File: config.mk
export PLATFORM = sky130hd
export DESIGN_NAME = dmem_port_arbiter_flat
export DESIGN_NICKNAME = d
export VERILOG_FILES = /design/src/rtl/dmem_port_arbiter_if.sv /design/src/rtl/dmem_port_arbiter.sv /design/src/flat_wrapper.sv
export SDC_FILE = /design/constraint.sdc
export NUM_CORES = 1
export LEC_CHECK = 0
export BUFFER_PORTS_ARGS = -buffer_cell sky130_fd_sc_hd__buf_4
export CAP_MARGIN = 20
export CORE_AREA = 2 2 200 202
export DETAILED_ROUTE_END_ITERATION = 12
export DIE_AREA = 0 0 202 204
export PLACE_DENSITY = 0.3
export SLEW_MARGIN = 20
export SYNTH_ARGS = -nofsm -noshare
export SYNTH_HDL_FRONTEND = slang
export SYNTH_SLANG_ARGS = --single-unit
File: constraint.sdc
create_clock -name clk_i -period 1.8 [get_ports clk_i]
set_input_delay 0.18 -clock clk_i [delete_from_list [all_inputs] [get_ports clk_i]]
set_output_delay 0.18 -clock clk_i [all_outputs]
set_load 0.005 [all_outputs]
File: src/rtl/dmem_port_arbiter_if.sv
// Signal bundle between the CPU, the NIC, the data memory and the port arbiter.
// The arbiter connects through the slave modport; the surrounding node uses master.
interface dmem_port_arbiter_if #(
    parameter int ADDR_W = 32,
    parameter int DATA_W = 64
);
    logic              cpu_req;
    logic              cpu_we;
    logic [ADDR_W-1:0] cpu_addr;
    logic [DATA_W-1:0] cpu_wdata;
    logic              cpu_gnt;
    logic              cpu_stall;
    logic              cpu_rvalid;
    logic [DATA_W-1:0] cpu_rdata;

    logic              nic_req;
    logic              nic_lock;
    logic              nic_we;
    logic [ADDR_W-1:0] nic_addr;
    logic [DATA_W-1:0] nic_wdata;
    logic              nic_gnt;
    logic              nic_rvalid;
    logic [DATA_W-1:0] nic_rdata;

    logic              mem_en;
    logic              mem_wren;
    logic [ADDR_W-1:0] mem_addr;
    logic [DATA_W-1:0] mem_wdata;
    logic [DATA_W-1:0] mem_rdata;

    modport slave (
        input  cpu_req, cpu_we, cpu_addr, cpu_wdata,
        input  nic_req, nic_lock, nic_we, nic_addr, nic_wdata,
        input  mem_rdata,
        output cpu_gnt, cpu_stall, cpu_rvalid, cpu_rdata,
        output nic_gnt, nic_rvalid, nic_rdata,
        output mem_en, mem_wren, mem_addr, mem_wdata
    );

    modport master (
        output cpu_req, cpu_we, cpu_addr, cpu_wdata,
        output nic_req, nic_lock, nic_we, nic_addr, nic_wdata,
        output mem_rdata,
        input  cpu_gnt, cpu_stall, cpu_rvalid, cpu_rdata,
        input  nic_gnt, nic_rvalid, nic_rdata,
        input  mem_en, mem_wren, mem_addr, mem_wdata
    );
endinterface

File: src/rtl/dmem_port_arbiter.sv
// Round-robin arbiter sharing one data-memory port between the CPU and the NIC,
// with bounded NIC burst lock, read-data return steering and a CPU stall counter.
module dmem_port_arbiter #(
    parameter int ADDR_W    = 32,
    parameter int DATA_W    = 64,
    parameter int MAX_BURST = 4,
    parameter int CNT_W     = 16
) (
    input  logic                  clk_i,
    input  logic                  rst_i,
    dmem_port_arbiter_if.slave    bus,
    output logic [CNT_W-1:0]      cpu_wait_cnt_o
);
    localparam int BCNT_W = $clog2(MAX_BURST + 1);

    typedef enum logic {ARB, NIC_BURST} state_e;
    typedef enum logic [1:0] {OWN_NONE, OWN_CPU, OWN_NIC} owner_e;

    state_e             state_q, state_d;
    logic               prio_nic_q, prio_nic_d;
    logic [BCNT_W-1:0]  burst_cnt_q, burst_cnt_d;
    owner_e             rd_owner_q, rd_owner_d;
    logic [CNT_W-1:0]   wait_cnt_q, wait_cnt_d;

    logic               cpu_gnt, nic_gnt, cpu_stall;
    logic [BCNT_W-1:0]  burst_inc;

    // NOTE: sequential state uses non-blocking (<=) so every register samples pre-edge values.
    always_ff @(posedge clk_i or posedge rst_i) begin
        if (rst_i) begin
            state_q     <= ARB;
            prio_nic_q  <= 1'b0;
            burst_cnt_q <= '0;
            rd_owner_q  <= OWN_NONE;
            wait_cnt_q  <= '0;
        end else begin
            state_q     <= state_d;
            prio_nic_q  <= prio_nic_d;
            burst_cnt_q <= burst_cnt_d;
            rd_owner_q  <= rd_owner_d;
            wait_cnt_q  <= wait_cnt_d;
        end
    end

    assign burst_inc = burst_cnt_q + 1'b1;
    assign cpu_stall = bus.cpu_req & ~cpu_gnt;

    // NOTE: every comb output gets a default first so no path leaves it unassigned (no latch).
    always_comb begin
        state_d     = state_q;
        prio_nic_d  = prio_nic_q;
        burst_cnt_d = burst_cnt_q;
        rd_owner_d  = OWN_NONE;
        unique case (state_q)
            ARB: begin
                if (cpu_gnt) prio_nic_d = 1'b1;
                if (nic_gnt) begin
                    prio_nic_d = 1'b0;
                    if (bus.nic_lock && MAX_BURST > 1) begin
                        state_d     = NIC_BURST;
                        burst_cnt_d = BCNT_W'(1);
                    end
                end
            end
            NIC_BURST: begin
                // Leaving the burst always hands the next contended slot to the CPU.
                if (!bus.nic_req || !bus.nic_lock || burst_inc == BCNT_W'(MAX_BURST)) begin
                    state_d     = ARB;
                    prio_nic_d  = 1'b0;
                    burst_cnt_d = '0;
                end else begin
                    burst_cnt_d = burst_inc;
                end
            end
            default: ;
        endcase
        if (cpu_gnt && !bus.cpu_we) rd_owner_d = OWN_CPU;
        if (nic_gnt && !bus.nic_we) rd_owner_d = OWN_NIC;
        wait_cnt_d = (cpu_stall && wait_cnt_q != '1) ? wait_cnt_q + 1'b1 : wait_cnt_q;
    end

    always_comb begin
        cpu_gnt = 1'b0;
        nic_gnt = 1'b0;
        unique case (state_q)
            ARB: begin
                if (bus.cpu_req && bus.nic_req) begin
                    cpu_gnt = ~prio_nic_q;
                    nic_gnt = prio_nic_q;
                end else begin
                    cpu_gnt = bus.cpu_req;
                    nic_gnt = bus.nic_req;
                end
            end
            NIC_BURST: begin
                nic_gnt = bus.nic_req;
                cpu_gnt = bus.cpu_req & ~bus.nic_req;
            end
            default: ;
        endcase

        bus.mem_wren  = 1'b0;
        bus.mem_addr  = '0;
        bus.mem_wdata = '0;
        if (cpu_gnt) begin
            bus.mem_wren  = bus.cpu_we;
            bus.mem_addr  = bus.cpu_addr;
            bus.mem_wdata = bus.cpu_wdata;
        end else if (nic_gnt) begin
            bus.mem_wren  = bus.nic_we;
            bus.mem_addr  = bus.nic_addr;
            bus.mem_wdata = bus.nic_wdata;
        end
    end

    assign bus.cpu_gnt    = cpu_gnt;
    assign bus.nic_gnt    = nic_gnt;
    assign bus.cpu_stall  = cpu_stall;
    assign bus.mem_en     = cpu_gnt | nic_gnt;
    assign bus.cpu_rvalid = (rd_owner_q == OWN_CPU);
    assign bus.nic_rvalid = (rd_owner_q == OWN_NIC);
    assign bus.cpu_rdata  = bus.mem_rdata;
    assign bus.nic_rdata  = bus.mem_rdata;
    assign cpu_wait_cnt_o = wait_cnt_q;
endmodule

File: src/flat_wrapper.sv
// flat-port wrapper written by rule: the top's interface ports become plain ports
module dmem_port_arbiter_flat 
#(
    parameter int ADDR_W    = 32,
    parameter int DATA_W    = 64,
    parameter int MAX_BURST = 4,
    parameter int CNT_W     = 16
)
  (clk_i, rst_i, cpu_wait_cnt_o, bus_cpu_req, bus_cpu_we, bus_cpu_addr, bus_cpu_wdata, bus_nic_req, bus_nic_lock, bus_nic_we, bus_nic_addr, bus_nic_wdata, bus_mem_rdata, bus_cpu_gnt, bus_cpu_stall, bus_cpu_rvalid, bus_cpu_rdata, bus_nic_gnt, bus_nic_rvalid, bus_nic_rdata, bus_mem_en, bus_mem_wren, bus_mem_addr, bus_mem_wdata);
  dmem_port_arbiter_if #(.ADDR_W(ADDR_W), .DATA_W(DATA_W)) bus_i ();
  input  logic clk_i;
  input  logic rst_i;
  output logic [CNT_W-1:0] cpu_wait_cnt_o;
  input wire logic [$bits(bus_i.cpu_req)-1:0] bus_cpu_req;
  input wire logic [$bits(bus_i.cpu_we)-1:0] bus_cpu_we;
  input wire logic [$bits(bus_i.cpu_addr)-1:0] bus_cpu_addr;
  input wire logic [$bits(bus_i.cpu_wdata)-1:0] bus_cpu_wdata;
  input wire logic [$bits(bus_i.nic_req)-1:0] bus_nic_req;
  input wire logic [$bits(bus_i.nic_lock)-1:0] bus_nic_lock;
  input wire logic [$bits(bus_i.nic_we)-1:0] bus_nic_we;
  input wire logic [$bits(bus_i.nic_addr)-1:0] bus_nic_addr;
  input wire logic [$bits(bus_i.nic_wdata)-1:0] bus_nic_wdata;
  input wire logic [$bits(bus_i.mem_rdata)-1:0] bus_mem_rdata;
  output wire logic [$bits(bus_i.cpu_gnt)-1:0] bus_cpu_gnt;
  output wire logic [$bits(bus_i.cpu_stall)-1:0] bus_cpu_stall;
  output wire logic [$bits(bus_i.cpu_rvalid)-1:0] bus_cpu_rvalid;
  output wire logic [$bits(bus_i.cpu_rdata)-1:0] bus_cpu_rdata;
  output wire logic [$bits(bus_i.nic_gnt)-1:0] bus_nic_gnt;
  output wire logic [$bits(bus_i.nic_rvalid)-1:0] bus_nic_rvalid;
  output wire logic [$bits(bus_i.nic_rdata)-1:0] bus_nic_rdata;
  output wire logic [$bits(bus_i.mem_en)-1:0] bus_mem_en;
  output wire logic [$bits(bus_i.mem_wren)-1:0] bus_mem_wren;
  output wire logic [$bits(bus_i.mem_addr)-1:0] bus_mem_addr;
  output wire logic [$bits(bus_i.mem_wdata)-1:0] bus_mem_wdata;
  assign bus_i.cpu_req = bus_cpu_req;
  assign bus_i.cpu_we = bus_cpu_we;
  assign bus_i.cpu_addr = bus_cpu_addr;
  assign bus_i.cpu_wdata = bus_cpu_wdata;
  assign bus_i.nic_req = bus_nic_req;
  assign bus_i.nic_lock = bus_nic_lock;
  assign bus_i.nic_we = bus_nic_we;
  assign bus_i.nic_addr = bus_nic_addr;
  assign bus_i.nic_wdata = bus_nic_wdata;
  assign bus_i.mem_rdata = bus_mem_rdata;
  assign bus_cpu_gnt = bus_i.cpu_gnt;
  assign bus_cpu_stall = bus_i.cpu_stall;
  assign bus_cpu_rvalid = bus_i.cpu_rvalid;
  assign bus_cpu_rdata = bus_i.cpu_rdata;
  assign bus_nic_gnt = bus_i.nic_gnt;
  assign bus_nic_rvalid = bus_i.nic_rvalid;
  assign bus_nic_rdata = bus_i.nic_rdata;
  assign bus_mem_en = bus_i.mem_en;
  assign bus_mem_wren = bus_i.mem_wren;
  assign bus_mem_addr = bus_i.mem_addr;
  assign bus_mem_wdata = bus_i.mem_wdata;
  dmem_port_arbiter #(.ADDR_W(ADDR_W), .DATA_W(DATA_W), .MAX_BURST(MAX_BURST), .CNT_W(CNT_W)) u_core (.clk_i(clk_i), .rst_i(rst_i), .bus(bus_i), .cpu_wait_cnt_o(cpu_wait_cnt_o));
endmodule
* Word-level counts from Yosys, hierarchy flattened
Index checks and enable logic that the tools add are counted.
** Operators by class
- Add/subtract/negate cells :: 2
- Equality and inequality tests :: 8
- Reductions and logical operators :: 12
- Bitwise gates (word level) :: 7
- Mux-type cells :: 24
** Operators with widths (number)
- $mux W64 :: 2
- $mux W32 :: 2
- $add A16 B1 Y16 const B :: 1
- $ne A16 B16 Y1 const B :: 1
- $mux W1 :: 11
- $mux W3 :: 3
- $pmux W1 S2 :: 4
- $pmux W3 S2 :: 1
- $logic_and A1 B1 Y1 :: 4
- $logic_not A1 Y1 :: 4
- $ne A2 B2 Y1 const B :: 2
- $not A1 Y1 :: 4
- $reduce_and A2 Y1 :: 2
- $add A3 B1 Y3 const B :: 1
- $eq A3 B3 Y1 const B :: 1
- $ne A3 B1 Y1 const B :: 1
- $and A1 B1 Y1 :: 2
- $eq A2 B1 Y1 const B :: 1
- $eq A2 B2 Y1 const B :: 1
- $logic_or A1 B1 Y1 :: 2
- $mux W2 :: 1
- $ne A2 B1 Y1 const B :: 1
- $or A1 B1 Y1 :: 1
** Storage, ports and cells
- Output and inout port bits :: 247
- Flip-flop bits (word level) :: 23

* Logic depth before layout (Yosys ltp)
- Depth in word-level cells :: 6
- Gate-level depth with buffers :: 8
- Mapped depth without buffers :: 6

* Least setup slack after synthesis
Ideal clock, no wire load.
- Path type :: register to register
- Start point :: reg u_core.wait_cnt_q[0], in the netlist u_core.cpu_wait_cnt_o[0]
- End point :: reg u_core.wait_cnt_q[8], in the netlist u_core.cpu_wait_cnt_o[8]
- Clock period less this slack :: 1.681 ns
- Arrival :: 1.556 ns
- Buffers on the path :: 0
- Required time :: 1.676 ns
- Stages on the path, launching flop included :: 7
- Path slack :: 0.119 ns
- Cells stage by stage :: dfrtp_1 > ha_1 > nand4_1 > nor3_1 > nor2b_1 > or4_1 > xnor2_1
** On the way
- Cells in the longest elaborated chain, start to end :: 2
** RTL lines
- from (decl) :: line dmem_port_arbiter.sv:23 : logic [CNT_W-1:0] wait_cnt_q, wait_cnt_d;
- from (signal assigned) :: line dmem_port_arbiter.sv:41 : wait_cnt_q <= wait_cnt_d;
- parallel branches: the longest is 2 deep, another holds $add A16 B1 Y16
Several ways; the timed one is not identified.
A chain may end at the register's enable or synchronous reset.

* Worst setup path after layout
- Start point :: reg u_core.state_q
- End point :: out bus_mem_addr[9]
** On the way
- Cells in the longest elaborated chain, start to end :: 4
** RTL lines
- from (decl) :: line dmem_port_arbiter.sv:19 : state_e state_q, state_d;
- from (signal assigned) :: line dmem_port_arbiter.sv:37 : state_q <= state_d;
- $not A1 Y1 :: line dmem_port_arbiter.sv:85 : unique case (state_q)
- $pmux W1 S2 :: line dmem_port_arbiter.sv:85
- $mux W32 :: line dmem_port_arbiter.sv:109 : end else if (nic_gnt) begin
- $mux W32 * :: line dmem_port_arbiter.sv:105 : if (cpu_gnt) begin
- to (decl) :: line flat_wrapper.sv:33 : output wire logic [$bits(bus_i.mem_addr)-1:0] bus_mem_addr;
Every way passes the cells marked *; elsewhere a longest branch is shown, timed or not.

==> metrics.cfg <==
[sta]
slew_headroom_pct=78.0
fin_tns_setup_ns=-7.43
fin_crit_ns=1.92
setup_viol=97
finalHoldViolations=0
clock_skew_ns=0.00687
drv_slew=0
fmax_ghz=0.521
worst_slack_ns=-0.118
rsz0062_at_grt=true
post-route-period-util_pct=107
worst_hold_slack_ns=0.103
worst-slew-pin-transition_ns=0.331

[setup_path]
cp-startpoint=u_core.state_q$_DFF_PP0_
rr_startpoint=u_core.cpu_wait_cnt_o[0]$_DFFE_PP0P_
cp.buffers_inverters=2
r2r-end=u_core.cpu_wait_cnt_o[8]$_DFFE_PP0P_
cp.required_ns=1.62
arrival_ns=1.74
path_max_fanout=46
path_class=flip-flop to output pin
crit_chain=nor2_4, nand2_2, and2_4, buf_12, a22o_1, buf_4
cp-start-kind=flip-flop
cpPeakStageDelay_ns=0.45
cpMaxStageDelayCell=dfrtp_2
r2r_cells=6
r2r_setup_slack_ns=0.10
crit_family=flip-flops
worstSetupEndpointType=output pin

[synthesis]
ys.flop_type=dfrtp_1
yosys_warnings=0
ys_ff_latch=23
synth_area_sq_mm=0.00309
synth_top_area_share_pct=31.6
yosys.area.top_type=buf_4
yosysSeqAreaShare_pct=18.6
syn_nets=628
synth.area.top_cells=buf_4 32%, a22o_1 28%, dfrtp_1 19%, buf_2 2.9%, xor2_1 2.8%
syn_area_per_cell_sq_um=8.53
yosysMostFrequentCell=buf_4
synth_edf_count=0
synth_commonest_cells=130 x buf_4, 98 x a22o_1, 23 x dfrtp_1
async_reset_ff_share_pct=100
synth_cell_types=29
netlist_instances=362

[global_routing]
antenna_found_initial=6
grt_util_all_layers_pct=7.42
grt_max_degree=54
grt_pass1_vias=3348
grt_overflow=0
grt_pass1_wl_microns=22800

[detailed_routing]
drt-total-wl_microns=17700
ant_nets=0
route.detailed.drc=0
drt_iter0_drc=155
wire_per_inst_microns=16.3
num_vias=3417
drt_first_pass_iters=4
avgViaCountPerCell=3.15

[place]
routabilityCongestion=0.704
portBuffers=317
place_area_sq_mm=0.00526
dpl.hpwl_microns=14500

[die]
fp.dieH_microns=204
coreArea_sq_mm=0.0392
io_pins=510
fp-row-count=73
fp.dieW_microns=202
start_util_pct=7.88
die_area_sq_mm=0.0412

[clock_network]
tritoncts=done
cts_inserted_buffers=3
cts_htree_levels=1
clkTransAtPathRegs_ns=0.07
clk_latency_ns=0.26
cts_root_buffer=clkbuf_16
clock_path_buffers=2
cts_sinks=23

[outcome]
violations=negative setup slack
status=complete, but fails checks

[min_path]
holdPathEnd=u_core.rd_owner_q[1]$_DFF_PP0_
hold_class=input port to flip-flop
holdPathStages=2
hp-start=bus_nic_we

[power]
power_uw=3140
peakVddDrop_uv=299
p_leak_uw=0.00274
power.density_mw_per_mm2=565

[flow_run]
max_cap_viol_count=0

[finish]
n_fill_cell=4457
fin_nets=827
syn2layout_area_growth_pct=80.1
drive_gt1_share_pct=65.2
post-route-cell-area_sq_mm=0.00556

[through the flow]
| step | utilization [%] | setup WS (ns) | std cells |
|---|---|---|---|
| 2_1_floorplan | - | 0.119 | 362 |
| 3_3_place_gp | 13.4 | 0.0686 | 1074 |
| 3_5_place_dp | 13.4 | 0.0760 | 1074 |
| 4_1_cts | 13.7 | -0.117 | 1081 |
| 5_1_grt | 14.2 | -0.194 | 1085 |
| 6_report | 14.2 | -0.118 | 1086 |
[worst max path at each step]
stage                                      endpoint  slack [ns]  depth (start not counted)
2_1_floorplan  u_core.cpu_wait_cnt_o[8]$_DFFE_PP0P_        0.12                          6
4_1_cts                           bus_mem_wdata[23]       -0.12                          6
5_1_grt                           bus_mem_wdata[27]       -0.19                          6
6_report                            bus_mem_addr[9]       -0.12                          6
3_5_place_dp                      bus_mem_wdata[23]        0.08                          6
3_3_place_gp                      bus_mem_wdata[23]        0.07                          6
[routing by layer]
metal  share of wire (%)  track usage (%)
met1                  36             7.94
met2                  46             11.5
met4                 3.1             2.78
met5                0.36                0
met3                  15             5.10
[state kept, by name (all words and copies together) (netlist names)]
signal,count
u_core.state_q,1
u_core.prio_nic_q,1
u_core.burst_cnt_q,3
u_core.cpu_wait_cnt_o,16
u_core.rd_owner_q,2
[worst reg2reg max path, stage by stage, from the launching register on]
cell	delay [ns]
dfrtp_1	0.39
ha_2	0.19
nand4_1	0.14
nor3_2	0.06
nor2b_1	0.17
or4_1	0.49
xnor2_1	0.14
[logic make-up after synthesis]
group	Yosys count	synth area share (%)
fa+ha+maj	3	1.22
compound gates	109	29.8
xor+xnor	16	4.54
buf+inv	154	36.2
simple gates	57	9.57
flops	23	18.6
[where the power goes]
group | switching [uW] | internal, uW | total [uW]
clock network | 197 | 299 | 497
registers | 83.9 | 596 | 680
logic | 767 | 1190 | 1960
total | 1050 | 2090 | 3140
[cell type report]
cell class | count | area [sq um] | area share [%]
Inverter | 2 | 7.51 | 0.135
Antenna cell | 1 | 2.50 | 0.0450
Clock inverter | 1 | 5.00 | 0.0900
Clock buffer | 3 | 75.1 | 1.35
Multi-Input combinational cell | 185 | 1440 | 25.9
Tap cell | 525 | 657 | 11.8
Sequential cell | 23 | 577 | 10.4
Timing Repair Buffer | 346 | 2790 | 50.2
[timing repair]
action | 4_1_cts | 5_1_grt
hold buffers | 1 | 0
setup buffers | 2 | 2
resized for setup | 2 | 27
cloned | 0 | 2
pin swaps | 1 | 5
setup endpoints to repair | 97 | 106
endpoints found under the hold margin | 23 | 0
[layout by cell type, fill, tap and decap left out, drive strengths merged]
cell / count
buf: 343
a22o: 98
dfrtp: 23
nand2: 17
xor2: 10
nor2: 9
nor3: 8
nand3: 6
xnor2: 6
nand4: 5
nor2b: 5
clkbuf: 5
o21ai: 4
a21oi: 3
ha: 3
or2: 2
a31oi: 2
inv: 2
and2: 2
diode: 1
nor4: 1
or4: 1
a21o: 1
o22ai: 1
nand2b: 1
clkinv: 1
dlygate4sd3: 1
(Power assumes the default switching activity.)
